**config.mk**
```make
export PLATFORM = sky130hd
export DESIGN_NAME = par2ser_ctrl
export DESIGN_NICKNAME = d
export VERILOG_FILES = /design/src/rtl/par2ser_ctrl.sv
export SDC_FILE = /design/constraint.sdc
export NUM_CORES = 1
export LEC_CHECK = 0
export BUFFER_PORTS_ARGS = -buffer_cell sky130_fd_sc_hd__buf_2
export CAP_MARGIN = 20
export CORE_UTILIZATION = 51
export CTS_BUF_LIST = sky130_fd_sc_hd__clkbuf_16
export CTS_CLUSTER_DIAMETER = 100
export CTS_CLUSTER_SIZE = 24
export DETAILED_ROUTE_END_ITERATION = 6
export PLACE_DENSITY_LB_ADDON = 0.3
export SLEW_MARGIN = 30
export SYNTH_ARGS = -nofsm -noshare
export SYNTH_HDL_FRONTEND = slang
export SYNTH_SLANG_ARGS = --single-unit
```
**constraint.sdc**
```tcl
create_clock -name sclk -period 1.8 [get_ports sclk]
set_input_delay 0 -clock sclk [delete_from_list [all_inputs] [get_ports sclk]]
set_output_delay 0 -clock sclk [all_outputs]
set_load 0.1 [all_outputs]
```
**src/rtl/par2ser_ctrl.sv**
```systemverilog
// par2ser_ctrl: burst sequencer between a parallel word source and a serial link.
// Per burst it pulses ask_for_data once per word, captures the word REQ_LAT
// cycles later and shifts it out MSB-first on sdata, qualified by sframe.
// Optional feature macro: PAR2SER_PARITY_EN appends one even-parity bit to
// every frame (frame length WIDTH+1 instead of WIDTH).
// All outputs are registered; reset is asynchronous and active-low.
module par2ser_ctrl #(
    parameter int WIDTH   = 4,  // parallel word width, 2..16
    parameter int BURST   = 3,  // words per start, 1..255
    parameter int REQ_LAT = 1,  // ask_for_data to data-valid latency, 1..7
    parameter int GAP_CYC = 2   // idle cycles between words, 0..15
) (
    input  logic             sclk,
    input  logic             rst,
    input  logic             start,
    input  logic [WIDTH-1:0] data,
    output logic             ask_for_data,
    output logic             sdata,
    output logic             sframe,
    output logic             busy,
    output logic             done,
    output logic [7:0]       word_cnt
);

    typedef enum logic [2:0] {
        S_IDLE  = 3'd0,
        S_REQ   = 3'd1,
        S_WAIT  = 3'd2,
        S_SHIFT = 3'd3,
        S_GAP   = 3'd4,
        S_DONE  = 3'd5
    } state_t;

`ifdef PAR2SER_PARITY_EN
    localparam int FRAME_LEN = WIDTH + 1;
`else
    localparam int FRAME_LEN = WIDTH;
`endif

    // One shared 5-bit counter serves WAIT, SHIFT and GAP; each state
    // counts from 1 up to its own terminal value.
    localparam logic [4:0] FRAME_LAST = 5'(FRAME_LEN);
    localparam logic [4:0] WIDTH_C    = 5'(WIDTH);
    localparam logic [4:0] WAIT_LAST  = 5'(REQ_LAT - 1);
    localparam logic [4:0] GAP_LAST   = 5'(GAP_CYC);
    localparam logic [7:0] BURST_C    = 8'(BURST);

    state_t           state_q, state_d;
    logic [4:0]       cnt_q, cnt_d;
    logic [WIDTH-1:0] sh_q, sh_d;
    logic             ask_q, ask_d;
    logic             sdata_q, sdata_d;
    logic             sframe_q, sframe_d;
    logic             busy_q, busy_d;
    logic             done_q, done_d;
    logic [7:0]       word_cnt_q, word_cnt_d;
`ifdef PAR2SER_PARITY_EN
    logic             par_q, par_d;
`endif

    // Decoded events shared by the next-state and output logic.
    logic wait_last;
    logic capture;
    logic frame_end;
    logic burst_last;

    assign wait_last  = (state_q == S_WAIT) && (cnt_q == WAIT_LAST);
    assign capture    = ((state_q == S_REQ) && (REQ_LAT == 1)) || wait_last;
    assign frame_end  = (state_q == S_SHIFT) && (cnt_q == FRAME_LAST);
    assign burst_last = ((word_cnt_q + 8'd1) == BURST_C);

    // State register.
    always_ff @(posedge sclk or negedge rst) begin
        if (!rst) begin
            state_q <= S_IDLE;
        end else begin
            state_q <= state_d;
        end
    end

    // Next-state logic: REQ -> (WAIT) -> SHIFT -> GAP/REQ or DONE -> IDLE.
    always_comb begin
        state_d = state_q;
        unique case (state_q)
            S_IDLE: begin
                if (start) begin
                    state_d = S_REQ;
                end
            end
            S_REQ: begin
                state_d = (REQ_LAT == 1) ? S_SHIFT : S_WAIT;
            end
            S_WAIT: begin
                if (wait_last) begin
                    state_d = S_SHIFT;
                end
            end
            S_SHIFT: begin
                if (frame_end) begin
                    if (burst_last) begin
                        state_d = S_DONE;
                    end else if (GAP_CYC == 0) begin
                        state_d = S_REQ;
                    end else begin
                        state_d = S_GAP;
                    end
                end
            end
            S_GAP: begin
                if (cnt_q == GAP_LAST) begin
                    state_d = S_REQ;
                end
            end
            S_DONE: begin
                state_d = S_IDLE;
            end
            default: begin
                state_d = S_IDLE;
            end
        endcase
    end

    // Output and datapath logic: next values of every registered output,
    // the shared counter and the shift register.
    always_comb begin
        cnt_d      = cnt_q;
        sh_d       = sh_q;
        sdata_d    = 1'b0;
        sframe_d   = 1'b0;
        word_cnt_d = word_cnt_q;
`ifdef PAR2SER_PARITY_EN
        par_d      = par_q;
`endif
        // Control outputs follow the state being entered so they are
        // aligned with that state while still coming straight from flops.
        ask_d  = (state_d == S_REQ);
        busy_d = (state_d != S_IDLE);
        done_d = (state_d == S_DONE);

        unique case (state_q)
            S_IDLE: begin
                if (start) begin
                    word_cnt_d = 8'd0;
                end
            end
            S_REQ: begin
                cnt_d = 5'd1;
            end
            S_WAIT: begin
                cnt_d = cnt_q + 5'd1;
            end
            S_SHIFT: begin
                if (frame_end) begin
                    // Frame complete: line goes quiet, counter restarts for GAP.
                    word_cnt_d = word_cnt_q + 8'd1;
                    cnt_d      = 5'd1;
                    sh_d       = '0;
                end else begin
                    sframe_d = 1'b1;
                    cnt_d    = cnt_q + 5'd1;
`ifdef PAR2SER_PARITY_EN
                    if (cnt_q < WIDTH_C) begin
                        sdata_d = sh_q[WIDTH-1];
                        sh_d    = {sh_q[WIDTH-2:0], 1'b0};
                    end else begin
                        sdata_d = par_q;
                    end
`else
                    if (cnt_q < WIDTH_C) begin
                        sdata_d = sh_q[WIDTH-1];
                    end
                    sh_d = {sh_q[WIDTH-2:0], 1'b0};
`endif
                end
            end
            S_GAP: begin
                cnt_d = cnt_q + 5'd1;
            end
            S_DONE: begin
                cnt_d = 5'd0;
            end
            default: begin
                cnt_d = 5'd0;
            end
        endcase

        // Capture edge: the MSB goes straight onto the line, the remaining
        // bits are parked in the shift register.
        if (capture) begin
            sdata_d  = data[WIDTH-1];
            sframe_d = 1'b1;
            sh_d     = {data[WIDTH-2:0], 1'b0};
            cnt_d    = 5'd1;
`ifdef PAR2SER_PARITY_EN
            par_d    = ^data;
`endif
        end
    end

    // Datapath and output registers.
    always_ff @(posedge sclk or negedge rst) begin
        if (!rst) begin
            cnt_q      <= '0;
            sh_q       <= '0;
            ask_q      <= 1'b0;
            sdata_q    <= 1'b0;
            sframe_q   <= 1'b0;
            busy_q     <= 1'b0;
            done_q     <= 1'b0;
            word_cnt_q <= 8'd0;
`ifdef PAR2SER_PARITY_EN
            par_q      <= 1'b0;
`endif
        end else begin
            cnt_q      <= cnt_d;
            sh_q       <= sh_d;
            ask_q      <= ask_d;
            sdata_q    <= sdata_d;
            sframe_q   <= sframe_d;
            busy_q     <= busy_d;
            done_q     <= done_d;
            word_cnt_q <= word_cnt_d;
`ifdef PAR2SER_PARITY_EN
            par_q      <= par_d;
`endif
        end
    end

    assign ask_for_data = ask_q;
    assign sdata        = sdata_q;
    assign sframe       = sframe_q;
    assign busy         = busy_q;
    assign done         = done_q;
    assign word_cnt     = word_cnt_q;

endmodule

```
Yosys cells after proc, flatten, opt, wreduce, memory -nomap -nowiden
Index checks and enable logic that the tools add are counted.

storage, ports and cells
  register bits = 25
  bits in latches = 0
  RAM bits = 0
  ROM bits = 0
  input bits = 7
  output and inout port bits = 13
  memories kept = 0

cells by class
  $add $sub $neg = 2
  $mul = 0
  divide/modulo/power cells = 0
  magnitude comparators = 1
  eq/ne operators = 12
  shifts and indexed selects = 0
  multiplexer cells = 22
  bitwise gates (word level) = 0
  reduce and logical (&&, ||, !) cells = 10

operators with widths
  cell                   number
  $pmux W5 S4            1
  $mux W8                2
  $pmux W8 S2            1
  $pmux W3 S5            1
  $mux W3                4
  $mux W4                3
  $mux W5                2
  $add A8 B1 Y8 const B  1
  $eq A8 B2 Y1 const B   1
  $mux W1                8
  $eq A3 B1 Y1 const B   2
  $eq A3 B2 Y1 const B   2
  $eq A3 B3 Y1 const B   2
  $ne A2 B2 Y1 const B   3
  $add A5 B1 Y5 const B  1
  $eq A5 B2 Y1 const B   1
  $eq A5 B3 Y1 const B   1
  $logic_not A5 Y1       1
  $lt A5 B3 Y1 const B   1
  $reduce_bool A2 Y1     2
  $logic_not A3 Y1       1
  $reduce_and A3 Y1      1
  $reduce_bool A3 Y1     1
  $logic_and A1 B1 Y1    2
  other kinds (2)        2

Logic depth before layout (Yosys ltp)
  word-level depth = 6
  mapped depth = 8

Worst setup path before layout
Ideal clock, no wire load.

  path type = reg-to-reg
  from = reg word_cnt_q[0] (netlist: word_cnt[0])
  to = reg done_q (netlist: done)
  setup time = 0.084 ns
  arrival time = 2.236 ns
  required time = 1.716 ns
  path slack = -0.520 ns
  stages on the path, launching flop included = 8
  buffers on the path = 1
  clock period less this slack = 2.320 ns
  path through = dfrtp_1 -> ha_1 -> clkbuf_1 -> nand3_1 -> xnor2_1 -> nor3_1 -> nand3_1 -> a21boi_0

on the way
  cells in the longest elaborated chain, start to end = 6

ends and longest elaborated chain
  element                 line  text
  from (decl)             56    logic [7:0] word_cnt_q, word_cnt_d;
  from (signal assigned)  222   word_cnt_q <= word_cnt_d;
  $add A8 B1 Y8           70    assign burst_last = ((word_cnt_q + 8'd1) == BURST_C);
  $eq A8 B2 Y1            70
  $mux W1                 100   if (burst_last) begin
  $mux W3                 99    if (frame_end) begin
  $pmux W3 S5             84    unique case (state_q)
  $eq A3 B3 Y1            138   done_d = (state_d == S_DONE);
  via done_d              55    logic done_q, done_d;
  to (signal assigned)    221   done_q <= done_d;
  to (decl)               55

The timed path passes the listed nets, and every way through them passes these cells.
A chain may end at the register's enable or synchronous reset.

Worst setup path in the final report
  from = reg cnt_q[0]
  to = reg sh_q[3]

on the way
  cells in the longest elaborated chain, start to end = 5

ends and longest elaborated chain
  element                 line  text
  from (decl)             49    logic [4:0] cnt_q, cnt_d;
  from (signal assigned)  215   cnt_q <= cnt_d;
  $eq A5 B3 Y1            69    assign frame_end = (state_q == S_SHIFT) && (cnt_q == FRAME_LAST);
  $logic_and A1 B1 Y1     69
  $mux W4                 153   if (frame_end) begin
  $mux W4                 140   unique case (state_q)
  $mux W4                 189   if (capture) begin
  to (signal assigned)    204   sh_q <= '0;
  to (signal assigned)    216   sh_q <= sh_d;
  to (decl)               50    logic [WIDTH-1:0] sh_q, sh_d;

Parallel ways exist; a longest one is shown, timed or not. The select of a mux whose other input is x is not followed.

==> flow_summary.ini <==
[pwr]
vdd_ir_drop_max_uv = 584
p_int_uw = 852
switching_share_pct = 18.5
p_seq_share_pct = 51.6
leakage_nw = 0.722
power_frac_comb_pct = 3.1
clockPowerShare_pct = 45.2
p_per_area_nw_per_um2 = 596
p_sw_uw = 194

[worst_setup_path]
reg2reg_from = cnt_q[0]
critPathLaunchType = flip-flop
cp_max_fo = 8
ff2ff_setup_slack_ps = 60
worst-setup-path-type = flip-flop to flip-flop
r2r-end = sh_q[3]
arrival_ps = 1920
rr_worst_depth = 7
critPathCaptureType = flip-flop
cp.required_ps = 1980

[placement]
postPlaceCellArea_sq_um = 1590
place_congestion = 0.876
io_buffers = 19
dp_hpwl_microns = 2230

[synthesis]
synth_edf_count = 0
synthCells = 158
syn-num-nets = 170
ys.warnings.count = 0
synth_area_sq_um = 1430
ys_types = 43
postSynth.asyncResetShare_pct = 100
synth_ff_type = dfrtp_1
synth_seq_cells = 24
yosysSeqAreaShare_pct = 42.0
syn_avg_cell_area_sq_um = 9.05

[sta]
period_share_pct = 96.4
rsz0062_at_grt = yes
fin_crit_ps = 1740
slew_viol_final = 0
slew-limit-headroom_pct = 64.3
max_freq_ghz = 0.576
skew_ps = 1.64
hold_viol = 0
setup_violations = 0
worstMarginPinSlew_ps = 536

[route]
drt_wl_total_microns = 3270
drc = 0
drtIter0Drc = 28
ant_nets = 0
vias = 1278
viasPerCell = 5.86
firstDrtPassIters = 4
wl_per_cell_microns = 15.0

[floorplanning]
die_h_microns = 55.0
dieArea_sq_um = 3020
core_sq_um = 2570
start_util_pct = 55.7
io_pins = 20
num_rows = 18
chipWidth_microns = 55.0

[run]
max_cap_violations = 0

[global_route]
grt_pass1_vias = 1102
grt_max_degree = 25
grt_pass1_wl_microns = 5020
grt_usage_pct = 23.5
grt_overflow_total = 0
antenna_found_initial = 0

[cells_and_area]
syn_to_final_growth_pct = 22.7
antennaDiodeCount = 0
layout_common_cells = buf_2, dfrtp_1, nand2_1
num-nets-final = 201
design_area_sq_um = 1760
drive_gt1_share_pct = 29.8
fin_util_pct = 68.4
final_common_cell = buf_2

[cts]
clkTransAtPathRegs_ps = 60
root_buffer = clkbuf_16
clock_latency_ps = 250
clkSinkCount = 24
cts_tree = yes
cts_buffer_depth = 2
cts_buffers = 3
h-tree-depth = 1

[hold_path]
whs_path_depth = 3
hold_path_class = primary input to flip-flop
hold_start = start
holdPathEnd = ask_for_data

[outcome]
run_status = finished, final reports clean
## metal layers
| layer | part of all wire [%] | GRT usage [%] | vias up |
|---|---|---|---|
| met4 | 0.31 | 5.42 | 0 |
| li1 | - | - | 624 |
| met5 | 0 | 0 | - |
| met3 | 4.0 | 5.74 | 2 |
| met2 | 48 | 37.3 | 34 |
| met1 | 47 | 32.1 | 618 |
## critical path, stage by stage (launching register included)
cell and delay [ps]:
dfrtp_1 390, inv_2 70, ha_1 160, or4b_4 480
o22ai_1 130, and2b_2 280, nand2_1 100, o21ai_2 60
## synthesized netlist by cell type, types with 2 or more instances
master | n | area, sq um
a21oi_1 | 16 | 80.1
dfrtp_1 | 24 | 601
clkbuf_1 | 3 | 11.3
o21ai_2 | 5 | 43.8
nor2b_1 | 4 | 25.0
and3_1 | 3 | 18.8
xnor2_1 | 4 | 35.0
inv_1 | 6 | 22.5
a22o_1 | 2 | 17.5
nor3_1 | 7 | 35.0
ha_1 | 5 | 62.6
nand3_1 | 12 | 60.1
o21ai_0 | 11 | 55.1
and2_1 | 3 | 18.8
o21a_1 | 2 | 15.0
nand2_2 | 2 | 12.5
nor2_1 | 8 | 30.0
nand2_1 | 16 | 60.1
## stage by stage
stage | power, mW | worst slack, ps | setup TNS [ps] | cells | hold slack, ps
after global placement | 0.575 | 34.6 | 0 | 208 | 12.3
after CTS | 1.06 | 36.7 | 0 | 217 | 116
after detailed placement | 0.575 | -24.2 | -50.9 | 208 | 12.8
after global routing | 1.08 | -71.6 | -122 | 218 | 131
final | 1.05 | 64.9 | 0 | 218 | 121
after floorplan | 0.557 | 24.8 | 0 | 158 | -296
## worst max-delay path by stage
| stage | from | to | slack (ps) | cells after the start |
|---|---|---|---|---|
| floorplan | word_cnt[1] | done | 20 | 7 |
| global placement | cnt_q[0] | sdata | 30 | 7 |
| detailed placement | cnt_q[0] | sh_q[3] | -20 | 7 |
| CTS | word_cnt[0] | done | 40 | 6 |
| global route | cnt_q[2] | done | -70 | 5 |
| finish | cnt_q[0] | sh_q[3] | 60 | 7 |
## power groups by stage
stage / Combinational, mW / Sequential, mW / Clock [mW]
after detailed placement: 0.0251 / 0.550 / 0
after floorplan: 0.00666 / 0.550 / 0
final: 0.0326 / 0.540 / 0.473
after global routing: 0.0369 / 0.539 / 0.505
after CTS: 0.0336 / 0.540 / 0.486
after global placement: 0.0246 / 0.550 / 0
## layout make-up
cell class                 instances  area (sq um)
multi-input combinational        122           793
clock inverter                     1          3.75
inverter                           6          22.5
fill                             197           812
timing repair buffer              32           209
tap                               30          37.5
sequential                        24           614
clock buffer                       3          75.1
## registers in the layout, indices dropped and copies added, names as in the netlist, 3 cells and up
signal,cells
cnt_q,5
sh_q,3
state_q,3
word_cnt,8
## kinds of logic after synthesis
logic type,Yosys count,share of synthesized area [%]
flip-flops,24,42.0
multiplexers,1,0.700
AND/OR/NAND/NOR,64,24.1
XOR/XNOR,4,2.45
adder cells (fa/ha/maj),5,4.37
buffers and inverters,12,4.46
AO/OA/AOI/OAI,48,21.9
## timing repair
action | in CTS | in global routing
endpoints found under the setup margin | 4 | 12
resized for setup | 1 | 8
gates cloned | 0 | 0
pin swaps | 0 | 1
hold buffers | 5 | 0
endpoints found under the hold margin | 28 | 0
buffers inserted | 0 | 1
Note: power is estimated with default switching activity, not from simulation.
